File: src/rtl/int2fp32_share_arb.sv
// int2fp32_share_arb
//   Shares one integer-to-float32 converter between NUM_REQ requesters.
//   A round-robin arbiter picks one valid requester per cycle; the granted
//   integer is captured (S1), converted combinationally, and registered with
//   the requester index (S2) so the consumer can route the result back.
//   Conversion truncates toward zero; never produces inf, NaN or denormals.
//
// Ports
//   clk        system clock, rising edge
//   rst        synchronous active-high reset
//   req_valid  per-requester valid            [NUM_REQ]
//   req_int    requester i integer at bits [32*i+31:32*i]
//   req_ready  per-requester accept (one-hot or zero)
//   res_valid  result valid
//   res_ready  consumer accept
//   res_float  IEEE-754 single result
//   res_id     index of the requester that issued the result
//   busy       either pipeline stage holds valid data
//
// Configuration
//   INT2FP_SIGNED_IN_EN  defined: two's complement inputs, sign carried to
//                        res_float[31]; undefined: unsigned inputs.

module int2fp32_share_arb #(
    parameter int unsigned NUM_REQ = 4,
    parameter int unsigned ID_W    = 2
) (
    input  logic                   clk,
    input  logic                   rst,
    input  logic [NUM_REQ-1:0]     req_valid,
    input  logic [32*NUM_REQ-1:0]  req_int,
    output logic [NUM_REQ-1:0]     req_ready,
    output logic                   res_valid,
    input  logic                   res_ready,
    output logic [31:0]            res_float,
    output logic [ID_W-1:0]        res_id,
    output logic                   busy
);

    logic [ID_W-1:0] ptr;

    // S1 capture register
    logic            v1;
    logic [31:0]     s1_mag;
    logic [ID_W-1:0] s1_id;
    logic            s1_sign;

    logic            adv2;
    logic            load1;
    logic            any_grant;
    logic [ID_W-1:0] grant_idx;
    logic [31:0]     sel_int;
    logic [31:0]     sel_mag;
    logic            sel_sign;
    logic [31:0]     conv;

    assign adv2  = v1 && (!res_valid || res_ready);
    assign load1 = !v1 || adv2;
    assign busy  = v1 || res_valid;

    // Grant depends on req_valid and the pointer only.
    always_comb begin
        int unsigned idx;
        any_grant = 1'b0;
        grant_idx = '0;
        sel_int   = '0;
        idx       = 0;
        for (int unsigned k = 0; k < NUM_REQ; k++) begin
            idx = 32'(ptr) + k;
            if (idx >= NUM_REQ) idx = idx - NUM_REQ;
            if (!any_grant && req_valid[idx]) begin
                any_grant = 1'b1;
                grant_idx = ID_W'(idx);
                sel_int   = req_int[32*idx +: 32];
            end
        end
    end

    always_comb begin
        req_ready = '0;
        if (any_grant && load1 && !rst) req_ready[grant_idx] = 1'b1;
    end

`ifdef INT2FP_SIGNED_IN_EN
    // 0x80000000 negates to itself, which is the correct unsigned magnitude.
    assign sel_sign = sel_int[31];
    assign sel_mag  = sel_int[31] ? (~sel_int + 32'd1) : sel_int;
`else
    assign sel_sign = 1'b0;
    assign sel_mag  = sel_int;
`endif

    // Converter: normalise so the leading one lands in bit 31, then take the
    // 23 bits below it as the truncated mantissa.
    always_comb begin
        logic [4:0]  msb;
        logic [31:0] norm;
        logic [7:0]  expo;
        msb  = '0;
        for (int unsigned b = 0; b < 32; b++) begin
            if (s1_mag[b]) msb = 5'(b);
        end
        norm = s1_mag << (5'd31 - msb);
        expo = {3'b000, msb} + 8'd127;
        if (s1_mag == '0) conv = '0;
        else              conv = {s1_sign, expo, 23'(norm >> 8)};
    end

    always_ff @(posedge clk) begin
        if (rst) begin
            ptr       <= '0;
            v1        <= 1'b0;
            s1_mag    <= '0;
            s1_id     <= '0;
            s1_sign   <= 1'b0;
            res_valid <= 1'b0;
            res_float <= '0;
            res_id    <= '0;
        end else begin
            if (adv2) begin
                res_float <= conv;
                res_id    <= s1_id;
                res_valid <= 1'b1;
            end else if (res_ready) begin
                res_valid <= 1'b0;
            end

            if (load1) begin
                v1 <= any_grant;
                if (any_grant) begin
                    s1_mag  <= sel_mag;
                    s1_id   <= grant_idx;
                    s1_sign <= sel_sign;
                    ptr     <= (grant_idx == ID_W'(NUM_REQ - 1)) ? '0 : grant_idx + ID_W'(1);
                end
            end
        end
    end

endmodule

File: config.mk
export PLATFORM = sky130hd
export DESIGN_NAME = int2fp32_share_arb
export DESIGN_NICKNAME = d
export VERILOG_FILES = /design/src/rtl/int2fp32_share_arb.sv
export SDC_FILE = /design/constraint.sdc
export NUM_CORES = 1
export LEC_CHECK = 0
export CAP_MARGIN = 20
export CELL_PAD_IN_SITES_DETAIL_PLACEMENT = 0
export CELL_PAD_IN_SITES_GLOBAL_PLACEMENT = 2
export CORE_MARGIN = 4
export CORE_UTILIZATION = 34
export CTS_CLUSTER_DIAMETER = 80
export CTS_CLUSTER_SIZE = 20
export DETAILED_ROUTE_END_ITERATION = 8
export GPL_TIMING_DRIVEN = 0
export PLACE_DENSITY = 0.95
export SLEW_MARGIN = 10
export SYNTH_ARGS = -nofsm -noshare
export SYNTH_HDL_FRONTEND = slang
export SYNTH_SLANG_ARGS = --single-unit
File: constraint.sdc
create_clock -name clk -period 7.2 [get_ports clk]
set_input_delay 0.72 -clock clk [delete_from_list [all_inputs] [get_ports clk]]
set_output_delay 0.72 -clock clk [all_outputs]
set_load 0.005 [all_outputs]
# After elaboration in Yosys (flattened, before gate mapping)
# Index checks and enable logic that the tools add are counted.
# word_totals
register_bits	72
inputBits	135
output_inout_bits	40
word_cells	114
# op_classes
n_addsub	10
order_cmp	10
n_eq_ne	1
shift	5
n_mux	62
n_reduce_logical	19
# op_table
operator	count
128-bit by 33-bit variable part select with 32-bit output	4
32-bit 2-to-1 mux	8
5-bit 2-to-1 mux	30
32-bit by 3-bit less-than comparator with 1-bit output, second input constant	4
32-bit logical NOT	1
32-bit by 5-bit << shifter with 31-bit output	1
31-bit 2-to-1 mux	1
1-bit 2-to-1 mux	12
3-bit by 3-bit subtractor with 4-bit output, second input constant	3
2-bit 2-to-1 mux	5
3-bit greater-or-equal comparator, second input constant	3
5-bit by 7-bit adder with 8-bit output, second input constant	1
1-bit binary-select mux with 2-bit select	4
1-bit logical AND	7
2-bit by 2-bit adder with 3-bit output, second input constant	2
1-bit logical NOT	6
5-bit subtractor, first input constant	1
4-bit 2-to-1 mux	1
2-bit by 3-bit subtractor with 4-bit output, second input constant	1
2-bit by 1-bit adder with 3-bit output, second input constant	1
2-bit by 3-bit greater-or-equal comparator with 1-bit output, second input constant	1
1-bit logical OR	3
2-bit by 3-bit less-than comparator with 1-bit output, second input constant	1
2-bit by 1-bit adder with 2-bit output, second input constant	1
other kinds (5)	5

# Depth between registers and ports, before layout
# Gate-level depths: netlist (run 1).
# depth
word_depth	34
mapped_depth	16
ltp_nobuf	12

# Worst setup path after synthesis (run 1)
# Ideal clock, no wire load.
# synth_timing
path_kind	register to output
start	register ptr[0]
end	output port req_ready[1]
t_arrival_ns	3.625
required_time_ns	6.480
setup_slack_ns	2.855
path_stages_with_launch	16
n_path_buf	6
path_cell_list	dfxtp_1 -> clkbuf_1 -> buf_1 -> clkbuf_1 -> inv_1 -> ha_1 -> clkbuf_1 -> buf_1 -> clkbuf_1 -> nand2_1 -> a21oi_1 -> a21oi_1 -> a21oi_1 -> inv_1 -> ha_1 -> and3b_1
# synth_via
elab_chain_cells	19
elab_cells_between_ends	45
cone_classes	7 x add/sub; 6 x order compare; 23 x mux; 9 x reduce/logical
# synth_lines
element	line	text
start: declaration	40	logic [ID_W-1:0] ptr;
start signal: assignment	134	ptr <= (grant_idx == ID_W'(NUM_REQ - 1)) ? '0 : grant_idx + ID_W'(1);
parallel branches: the longest is 13 deep, another holds 3-bit by 3-bit subtractor with 4-bit output	--	
2-bit 2-to-1 mux (*)	71	if (!any_grant && req_valid[idx]) begin
via grant_idx[1]	51	logic [ID_W-1:0] grant_idx;
2-bit by 3-bit less-than comparator with 1-bit output (not written as such) / 2-bit by 1-bit greater-or-equal comparator with 1-bit output (equally long branches)	81	if (any_grant && load1 && !rst) req_ready[grant_idx] = 1'b1;
1-bit logical AND (not written as such)	81	
1-bit 2-to-1 mux (not written as such)	81	
1-bit demux with 2-bit select (*)	81	
4-bit 2-to-1 mux (*)	81	
end: declaration	32	output logic [NUM_REQ-1:0] req_ready,
# Mark *: on every way through the listed nets, which the timed path passes. The select of a mux whose other input is x is not followed.

# Final worst setup path (run 1)
# layout_timing
start	register ptr[0]
end	output port req_ready[3]
# Same word-level chain as after synthesis.

==> results of run 1 <==
report_power, final:
group	switching, mW	internal (mW)
combinational	3.10	2.31
clock	0.182	0.314
sequential	0.131	0.552
registers in the layout, indices dropped and copies added (netlist names):
signal and flops:
res_float 31, res_id 2, s1_mag 32, ptr 2, s1_id 2, v1 1
res_valid 1
metrics by stage:
| step | util | total power [mW] | instance area [µm²] |
|---|---|---|---|
| global placement | 0.429 | 5.98 | 10800 |
| detailed placement | 0.429 | 6.00 | 10800 |
| global route | 0.442 | 7.02 | 11100 |
| floorplan | - | 4.53 | 8660 |
| CTS | 0.442 | 6.51 | 11100 |
| finish | 0.442 | 6.59 | 11100 |
cells by family after synthesis:
group / after synthesis / share of synthesized area
compound gates: 314 / 0.246
buf+inv: 164 / 0.0831
flops: 71 / 0.164
other cells: 1 / 0.000433
simple gates: 261 / 0.136
fa+ha+maj: 10 / 0.0144
mux: 218 / 0.354
xor+xnor: 2 / 0.00202
layout by cell type (no fill, tap or decap), types with 13 or more instances in the layout:
cell / synthesis / layout
nand2_1: 79 / 79
clkdlybuf4s50_1: 0 / 169
o22ai_1: 36 / 36
clkbuf_1: 67 / 67
dfxtp_1: 71 / 71
mux2i_1: 106 / 106
buf_1: 16 / 16
nand3_1: 13 / 13
buf_2: 20 / 21
mux4_2: 66 / 66
a221oi_1: 36 / 36
a211oi_1: 46 / 46
o21ai_0: 55 / 55
inv_1: 48 / 48
mux2_2: 45 / 45
a21oi_1: 67 / 67
nor2_1: 111 / 111
how the worst min path moves through the flow:
stage | startpoint | end
2_1_floorplan | s1_id[1]$_SDFFE_PP0P_ | res_id[1]$_SDFFE_PP0P_
6_report | res_float[1]$_SDFFE_PP0P_ | res_float[1]$_SDFFE_PP0P_
3_3_place_gp | res_float[1]$_SDFFE_PP0P_ | res_float[1]$_SDFFE_PP0P_
5_1_grt | res_float[8]$_SDFFE_PP0P_ | res_float[8]$_SDFFE_PP0P_
4_1_cts | res_float[1]$_SDFFE_PP0P_ | res_float[1]$_SDFFE_PP0P_
3_5_place_dp | res_float[1]$_SDFFE_PP0P_ | res_float[1]$_SDFFE_PP0P_
worst reg2reg max path: stages, from the launching register on:
cell and delay [ns]:
dfxtp_1 0.42, clkbuf_1 0.21, buf_1 0.53, clkbuf_1 0.52
inv_1 0.24, ha_1 0.33, clkbuf_1 0.38, buf_1 0.78
nor2_1 0.08, a21oi_1 0.20, a21oi_1 0.09, nand3_1 0.13
inv_1 0.11, clkbuf_1 0.27, a221oi_1 0.65, a211oi_1 0.15
metal layers:
metal / track usage / up-vias / part of all wire
met5: 0 / - / 0
met4: 0.0713 / 0 / 0.026
met3: 0.0387 / 54 / 0.072
met2: 0.355 / 435 / 0.46
met1: 0.306 / 4470 / 0.45
li1: - / 4332 / -
layout make-up:
type	count	area [µm²]	share of cell area
multi-input cells	806	6520	0.587
well taps	330	413	0.0372
repair buffers	171	1700	0.153
plain buffers	116	539	0.0486
clock buffers	10	239	0.0215
flip-flops and latches	71	1420	0.128
clock inverters	6	90.1	0.00811
inverters	48	180	0.0162
==> summary.txt, run 1 <==
Clocking
  • CTS root buf: clkbuf_16
  • Post-CTS Resized: 0
  • Clk Latency, worst-skew pair: 0.35 ns
  • Post-CTS Setup Inserts: 0
  • CTS tree: built
  • Num CTS Buffers: 9
  • Clk buf depth: 2
  • Htree depth: 3
  • Clock sink count: 71
  • Post-CTS Hold Fix Bufs: 0
  • Clk slew on worst S/H paths: 0.06 ns

Cells and area
  • Fillcell total: 2551
  • Layout cells sized above 1: 0.145
  • P&R area growth vs syn: 28.2%
  • ANT cells: 0
  • Final-stage net count: 1368
  • Fin cells: 1558

Worst setup path
  • Startpoint types: register
  • Worst r2r src: ptr[0]$_SDFFE_PP0P_
  • Largest delay contributor family on the critical path: buffers and inverters
  • Setup crit start: ptr[0]$_SDFFE_PP0P_
  • Crit path buffers/inverters: 9
  • Worst reg2reg path depth: 15
  • CP Depth: 16
  • Worst path max stage delay: 0.56 ns
  • Flop2flop setup slack: 1.97 ns
  • Setup crit end kind: output pin
  • Most frequent CP cell: clkbuf_1
  • Critical Path, Cell by Cell: clkbuf_1, buf_1, clkbuf_1, inv_1, ha_1, clkbuf_1, buf_1, clkbuf_1, nand2_1, a21oi_1, a21oi_1, a21oi_1, ha_1, inv_1, nor3b_1, clkdlybuf4s50_1
  • Max FO, Critical Path: 10
  • Worst EP required: 6.48 ns
  • Worst r2r dst: s1_mag[2]$_SDFFE_PP0P_
  • Crit path max-delay cell type: buf_1
  • Crit Path Category: register to output pin
  • Critical path destination: req_ready[3]
  • Critical Path AT: 5.71 ns

Global routing
  • Largest net degree at the start of global routing: 14
  • GRT Resource Usage Total: 0.222
  • First-pass GRT wire length: 51.4 mm
  • Overflow after GRT: 0
  • Vias in the first global route: 9126
  • Initial antenna violation count: 0

Timing
  • RSZ-0062 raised after global routing: false
  • Final worst slack: 0.767 ns
  • Final period util: 0.893
  • Final clock skew: 0.00997 ns
  • Worst slew pin tran: 0.977 ns
  • Max Clock Freq: 0.155 GHz
  • WHS: 0.448 ns
  • Final-report hold violation count: 0
  • Fin. max-slew vios: 0
  • Rel. slew slack: 0.348
  • Fin Setup TNS: 0 ns
  • Setup-failing EPs final: 0
  • Post-layout min period: 6.43 ns

Floorplan
  • # IOs: 175
  • CORE AREA: 25100 µm²
  • Chip height: 168 µm
  • Die width: 168 µm
  • Die ar.: 28100 µm²
  • # rows: 58
  • Initial Util: 0.345

Placed design
  • Pre-CTS setup slack: 1.13 ns
  • Dpl hpwl: 25.6 mm
  • DP Cell Count: 1540
  • GPL Wtd Cong: 0.919
  • Port bufs: 169

Drt
  • Post-route ant nets: 0
  • Detailed Route Iter0 Violations: 791
  • Via-to-Cell Ratio: 5.96
  • Initial DRT Pass Iterations: 6
  • Routed wire per std cell: 20.9 µm
  • Drt drc: 0
  • Via count: 9291
  • Final WL: 32.5 mm

Power and ir drop
  • P per Cell Area: 593 nW/µm²
  • Static Leakage: 4.08 nW
  • Peak VDD IR: 0.293 mV

Synthesis
  • Synth warn: 0
  • Top post-synthesis cells by area: mux4_2 (17%), dfxtp_1 (16%), mux2i_1 (12%)
  • Synth unique cells: 77
  • Post-Syn Nets: 1186
  • Mean Syn Cell Area: 8.32 µm²
  • Number of enable flip-flop cells after synthesis: 0
  • Yosys reg bits: 71
  • Register area share after synthesis: 0.164
  • Ys async rst share: 0
  • Syn Std Cell Area: 8660 µm²
  • Commonest cells in the netlist: nor2_1 (111), mux2i_1 (106), nand2_1 (79)
  • Synth Instances: 1041
  • Top cell type's share of synthesized area: 0.172
  • Most numerous cell in the Yosys netlist: nor2_1
  • Synth area leader: mux4_2
  • Synth Flop Type: dfxtp_1

Status
  • Status: finished clean

Hold path
  • Hold Path Cell Cnt: 2
  • Worst hold path type: register to register

Flow run
  • MaxCap Viol Count: 0
No activity file was read; power rests on OpenSTA's default activity.
==> run 2, diff against run 1 <==
Settings changed: CELL_PAD_IN_SITES_DETAIL_PLACEMENT 0 to 1, REMOVE_ABC_BUFFERS from default to 1.
==> run 2 against run 1 <==
  * Power decreased by 2.9%
  * Critical path depth decreased by 3
  * Core utilization shrank 0.27 points
  * Combinational power decreased by 5.7%
  * Worst setup slack improved by 1.7 ns
  * Register-to-register slack better by 1.1 ns
  * Hold slack improved by 0.0011 ns
  * Clock power shrank 14%
  * Highest routed layer unchanged
==> summary.txt, run 2 (same netlist as run 1, synthesis figures left out) <==
Clocking
  • CTS root buf: clkbuf_16
  • Clock sink count: 71 (unchanged)
  • Post-CTS Setup Inserts: 0 (unchanged)
  • Htree depth: 3 (unchanged)
  • Num CTS Buffers: 9 (unchanged)
  • Clk Latency, worst-skew pair: 0.35 ns (about the same)
  • CTS tree: built
  • Clk slew on worst S/H paths: 0.06 ns (about the same)
  • Clk buf depth: 2 (unchanged)
  • Post-CTS Hold Fix Bufs: 0 (unchanged)
  • Post-CTS Resized: 0 (unchanged)

Worst setup path
  • Worst EP required: 6.48 ns (about the same)
  • Critical Path AT: 3.98 ns (-1.73 ns)
  • Startpoint types: register
  • Setup crit end kind: output pin
  • Max FO, Critical Path: 45 (+35)
  • Worst r2r src: ptr[1]$_SDFFE_PP0P_
  • Crit Path Category: register to output pin
  • Setup crit start: ptr[1]$_SDFFE_PP0P_

Floorplan
  • Die width: 168 µm (unchanged)
  • # IOs: 175 (unchanged)
  • Die ar.: 28100 µm² (unchanged)
  • # rows: 58 (unchanged)
  • Chip height: 168 µm (unchanged)
  • CORE AREA: 25100 µm² (unchanged)
  • Initial Util: 0.345 (unchanged)

Drt
  • Routed wire per std cell: 19.9 µm (-4.6%)
  • Final WL: 29.1 mm (-10%)
  • Initial DRT Pass Iterations: 5 (-1)
  • Via-to-Cell Ratio: 5.95 (-0.20%)
  • Drt drc: 0 (unchanged)
  • Detailed Route Iter0 Violations: 422 (-47%)
  • Via count: 8707 (-6.3%)
  • Post-route ant nets: 0 (unchanged)

Timing
  • Post-layout min period: 4.70 ns (-1.73 ns)
  • Final period util: 0.653 (-0.240)
  • Final clock skew: 0.00746 ns (-0.00252 ns)
  • Fin Setup TNS: 0 ns (unchanged)
  • Rel. slew slack: 0.282 (-0.0664)
  • Final worst slack: 2.50 ns (+1.73 ns)
  • Worst slew pin tran: 1.07 ns (+0.0897 ns)
  • Fin. max-slew vios: 0 (unchanged)
  • WHS: 0.449 ns (+0.00109 ns)
  • RSZ-0062 raised after global routing: false
  • Setup-failing EPs final: 0 (unchanged)
  • Final-report hold violation count: 0 (unchanged)
  • Max Clock Freq: 0.213 GHz (+37%)

Placed design
  • GPL Wtd Cong: 0.859 (-6.6%)
  • DP Cell Count: 1447 (-6.0%)
  • DP Area: 10800 µm² (-0.10%)
  • Port bufs: 173 (+2.4%)
  • Pre-CTS setup slack: 2.84 ns (+1.71 ns)
  • Dpl hpwl: 22.0 mm (-14%)

Power and ir drop
  • Overall power: 6.40 mW (-2.9%)
  • P per Cell Area: 580 nW/µm² (-2.3%)
  • Peak VDD IR: 0.262 mV (-10%)
  • Static Leakage: 4.00 nW (-1.8%)

Hold path
  • Worst hold path type: register to register
  • Hold Path Origin: res_float[1]$_SDFFE_PP0P_

Cells and area
  • Final-stage net count: 1273 (-6.9%)
  • Most common cell after layout, fill and taps aside: clkdlybuf4s50_1
  • FF/Latch Area: 1430 µm² (+0.35%)
  • Fillcell total: 2984 (+17%)
  • Finished Cell Area: 11000 µm² (-0.61%)
  • Fin cells: 1463 (-6.1%)
  • P&R area growth vs syn: 27.4%
  • Biggest regs: s1_mag: 32 flops, res_float: 31 flops
  • Layout cells sized above 1: 0.153 (+0.00774)
  • Top reg by flops: s1_mag
  • Multi-input logic area: 6600 µm² (+1.2%)
  • Most frequent cells in the layout: clkdlybuf4s50_1 (172), nor2_1 (109), mux2i_1 (106)
  • Final Util: 0.440 (-0.00269)
  • ANT cells: 0 (unchanged)
  • Number of flip-flops in the largest register: 32 (unchanged)

Global routing
  • Vias in the first global route: 9027 (-1.1%)
  • Overflow after GRT: 0 (unchanged)
  • Initial antenna violation count: 0 (unchanged)
  • GRT Resource Usage Total: 0.202 (-0.0197)
  • Largest net degree at the start of global routing: 61 (+47)
  • First-pass GRT wire length: 47.5 mm (-7.6%)

Status
  • Status: finished clean

Flow run
  • MaxCap Viol Count: 0 (unchanged)
[run 2: worst paths after layout]
path / end / cells past startpoint / slack (ns)
min: res_float[1]$_SDFFE_PP0P_ / 2 / 0.45
max reg2reg: s1_mag[12]$_SDFFE_PP0P_ / 10 / 3.10
max: req_ready[3] / 13 / 2.50
min reg2reg: res_float[1]$_SDFFE_PP0P_ / 2 / 0.45
[run 2: layout make-up]
class / count / area share
inverter: 48 / 0.0163
clock inverter: 5 / 0.00363
sequential: 71 / 0.129
timing repair buffer: 192 / 0.194
tap: 330 / 0.0374
multi-input combinational: 806 / 0.598
clock buffer: 11 / 0.0220
[run 2: report_power, final]
part	internal (mW)	total [mW]	leakage [nW]	switching, mW
clock	0.246	0.429	0.140	0.183
combinational	2.35	5.10	3.28	2.75
sequential	0.556	0.868	0.586	0.312
[run 2: worst max-delay path, stage by stage (launching register included)]
cell and delay (ns):
dfxtp_2 0.43, buf_12 0.25, inv_2 0.23, buf_12 0.25, ha_4 0.53, mux2_2 0.39
inv_1 0.06, o221ai_1 0.09, o21a_1 0.23, inv_1 0.11, ha_1 0.14, inv_1 0.05
nor3b_1 0.24, clkdlybuf4s50_1 0.55
[run 2: layer usage]
metal / up-vias / GRT usage / wire (µm)
met5: - / 0 / 0
met4: 0 / 0.0663 / 710
met3: 39 / 0.0397 / 1480
met2: 208 / 0.341 / 14300
met1: 4304 / 0.261 / 12700
li1: 4156 / - / -
==> run 3, diff against run 2 <==
Settings changed: CORE_UTILIZATION 34 to 31, PLACE_DENSITY 0.95 to 0.89.
Clock period 7.2 ns to 4.55 ns, I/O delays scaled along.
==> run 3 against run 2 <==
  * Non-clock buffer count is 7 higher
  * Critical path type unchanged
  * Hold slack improved by 0.0022 ns
  * Power up 61%
  * Combinational power rose by 62%
  * Clock power is 69% higher
  * Sequential power up 52%
  * Largest cell class unchanged
  * Sequential share of layout area fell by 0.18 points
==> summary.txt, run 3 (same netlist as run 1, synthesis figures left out) <==
Status
  • Status: finished clean

Timing
  • Worst slew pin tran: 1.02 ns (-0.0495 ns)
  • Max Clock Freq: 0.240 GHz
  • Setup-failing EPs final: 0 (unchanged)
  • Rel. slew slack: 0.315 (+0.0333)
  • Fin. max-slew vios: 0 (unchanged)
  • Post-layout min period: 4.17 ns
  • WHS: 0.451 ns (+0.00222 ns)
  • Final-report hold violation count: 0 (unchanged)
  • Fin Setup TNS: 0 ns (unchanged)
  • RSZ-0062 raised after global routing: false
  • Final period util: 0.916
  • Final clock skew: 0.00902 ns (+0.00156 ns)

Cells and area
  • Most frequent cells in the layout: clkdlybuf4s50_1 (172), nor2_1 (109), mux2i_1 (106)
  • P&R area growth vs syn: 29.4%
  • Final Util: 0.411 (-0.0283)
  • Final-stage net count: 1280 (+0.55%)
  • Fillcell total: 3143 (+5.3%)
  • Top reg by flops: s1_mag
  • Most common cell after layout, fill and taps aside: clkdlybuf4s50_1
  • Fin cells: 1512 (+3.3%)
  • ANT cells: 0 (unchanged)
  • Layout cells sized above 1: 0.159 (+0.00608)
  • Number of flip-flops in the largest register: 32 (unchanged)
  • Biggest regs: s1_mag: 32 flops, res_float: 31 flops

Clocking
  • Htree depth: 3 (unchanged)
  • Clk Latency, worst-skew pair: 0.35 ns (about the same)
  • Clk slew on worst S/H paths: 0.06 ns (about the same)
  • Clk buf depth: 2 (unchanged)
  • CTS tree: built
  • Clock sink count: 71 (unchanged)
  • CTS root buf: clkbuf_16
  • Num CTS Buffers: 9 (unchanged)

Global routing
  • Vias in the first global route: 8613 (-4.6%)
  • First-pass GRT wire length: 46.6 mm (-2.0%)
  • Overflow after GRT: 0 (unchanged)
  • Initial antenna violation count: 0 (unchanged)
  • GRT Resource Usage Total: 0.183 (-0.0196)
  • Largest net degree at the start of global routing: 61 (unchanged)

Floorplan
  • # IOs: 175 (unchanged)
  • Die ar.: 30700 µm² (+9.2%)
  • Initial Util: 0.318 (-0.0271)
  • CORE AREA: 27300 µm² (+8.5%)
  • # rows: 60 (+3.4%)
  • Die width: 175 µm (+4.5%)
  • Chip height: 175 µm (+4.5%)

Worst setup path
  • Worst reg2reg path depth: 8 (-2)
  • Max FO, Critical Path: 46 (+2.2%)
  • Worst r2r dst: res_float[16]$_SDFFE_PP0P_
  • Critical Path AT: 3.71 ns (-0.27 ns)
  • Crit Path Category: register to output pin
  • Startpoint types: register
  • Flop2flop setup slack: 0.73 ns (-2.37 ns)
  • Worst r2r src: s1_mag[30]$_SDFFE_PP0P_
  • Worst EP required: 4.09 ns (-2.39 ns)
  • Setup crit end kind: output pin

Placed design
  • GPL Wtd Cong: 0.847 (-1.4%)
  • Port bufs: 173 (unchanged)
  • Dpl hpwl: 21.8 mm (-0.83%)
  • DP Cell Count: 1490 (+3.0%)

Drt
  • Post-route ant nets: 0 (unchanged)
  • Detailed Route Iter0 Violations: 454 (+7.6%)
  • Routed wire per std cell: 19.3 µm (-3.1%)
  • Via-to-Cell Ratio: 5.75 (-3.4%)
  • Final WL: 29.2 mm (+0.19%)
  • Via count: 8697 (-0.11%)
  • Drt drc: 0 (unchanged)
  • Initial DRT Pass Iterations: 4 (-1)

Power and ir drop
  • Static Leakage: 4.06 nW (+1.4%)
  • Peak VDD IR: 0.543 mV (+110%)
  • Overall power: 10.3 mW (+61%)
  • P per Cell Area: 920 nW/µm² (+59%)

Flow run
  • MaxCap Viol Count: 0 (unchanged)

Hold path
  • Worst hold path type: register to register
  • Hold EP: res_float[1]$_SDFFE_PP0P_
  • Hold Path Origin: res_float[1]$_SDFFE_PP0P_
  • Hold Path Cell Cnt: 2 (unchanged)
==> run 3: cell count changes in the layout (fill, tap and decap cells not counted), sizes merged <==
cell	delta
clkinv	+1
inv	-1
buf	+7
bufinv	+1
clkbuf	-1
==> run 3: layout make-up <==
cell class | instances | area [µm²] | share of cell area
Tap cell | 372 | 465 | 0.0415
Sequential cell | 71 | 1430 | 0.127
Multi-Input combinational cell | 806 | 6600 | 0.589
Clock buffer | 10 | 229 | 0.0204
Timing Repair Buffer | 199 | 2230 | 0.199
Inverter | 48 | 183 | 0.0163
Clock inverter | 6 | 70.1 | 0.00625
==> run 3: critical path, stage by stage (launching register included) <==
cell and delay, ns:
dfxtp_4 0.38, buf_12 0.19, inv_4 0.14, buf_12 0.21
ha_4 0.32, buf_16 0.24, inv_1 0.13, a21boi_0 0.16
o211ai_1 0.11, o21a_1 0.29, inv_1 0.10, ha_1 0.15
inv_1 0.05, nor3b_1 0.25, clkdlybuf4s50_1 0.55
==> run 3: worst max path at each step <==
stage                                   start  slack, ns                 endpoint  cells past startpoint
after floorplan           ptr[0]$_SDFFE_PP0P_      -5.01   s1_mag[5]$_SDFFE_PP0P_                      8
after global placement    ptr[0]$_SDFFE_PP0P_      -9.03  s1_mag[12]$_SDFFE_PP0P_                      5
after detailed placement  ptr[1]$_SDFFE_PP0P_      -0.13             req_ready[3]                     13
after CTS                 ptr[1]$_SDFFE_PP0P_       0.02             req_ready[3]                     13
after global routing      ptr[1]$_SDFFE_PP0P_       0.08             req_ready[3]                     14
final                     ptr[1]$_SDFFE_PP0P_       0.38             req_ready[3]                     14
==> run 3: what timing repair did <==
action / in CTS / in global routing
hold buffers: 0 / 0
gates resized for setup: 1 / 3
buffers inserted: 3 / 3
pin swaps: 1 / 0
setup endpoints to repair: 4 / 3
==> run 3: power breakdown <==
group	internal [mW]	total, mW	switching, mW
Clock	0.429	0.727	0.299
Sequential	0.882	1.32	0.443
Combinational	3.83	8.26	4.43
Total	5.14	10.3	5.17
==> run 3: metal layers <==
layer  part of all wire  wire, µm  vias to the layer above  track usage
li1                   -         -                     4167            -
met1               0.46     13500                     4298        0.254
met2               0.47     13800                      205        0.301
met3              0.049      1420                       27       0.0299
met4              0.014       417                        0       0.0370
met5                  0         0                        -            0
==> run 3: metrics by stage <==
stage | instance area (µm²) | setup WS, ns
after floorplan | 8120 | -5.01
after global placement | 10300 | -9.03
after detailed placement | 10800 | -0.129
after CTS | 11200 | 0.0181
after global routing | 11200 | 0.0753
final | 11200 | 0.380
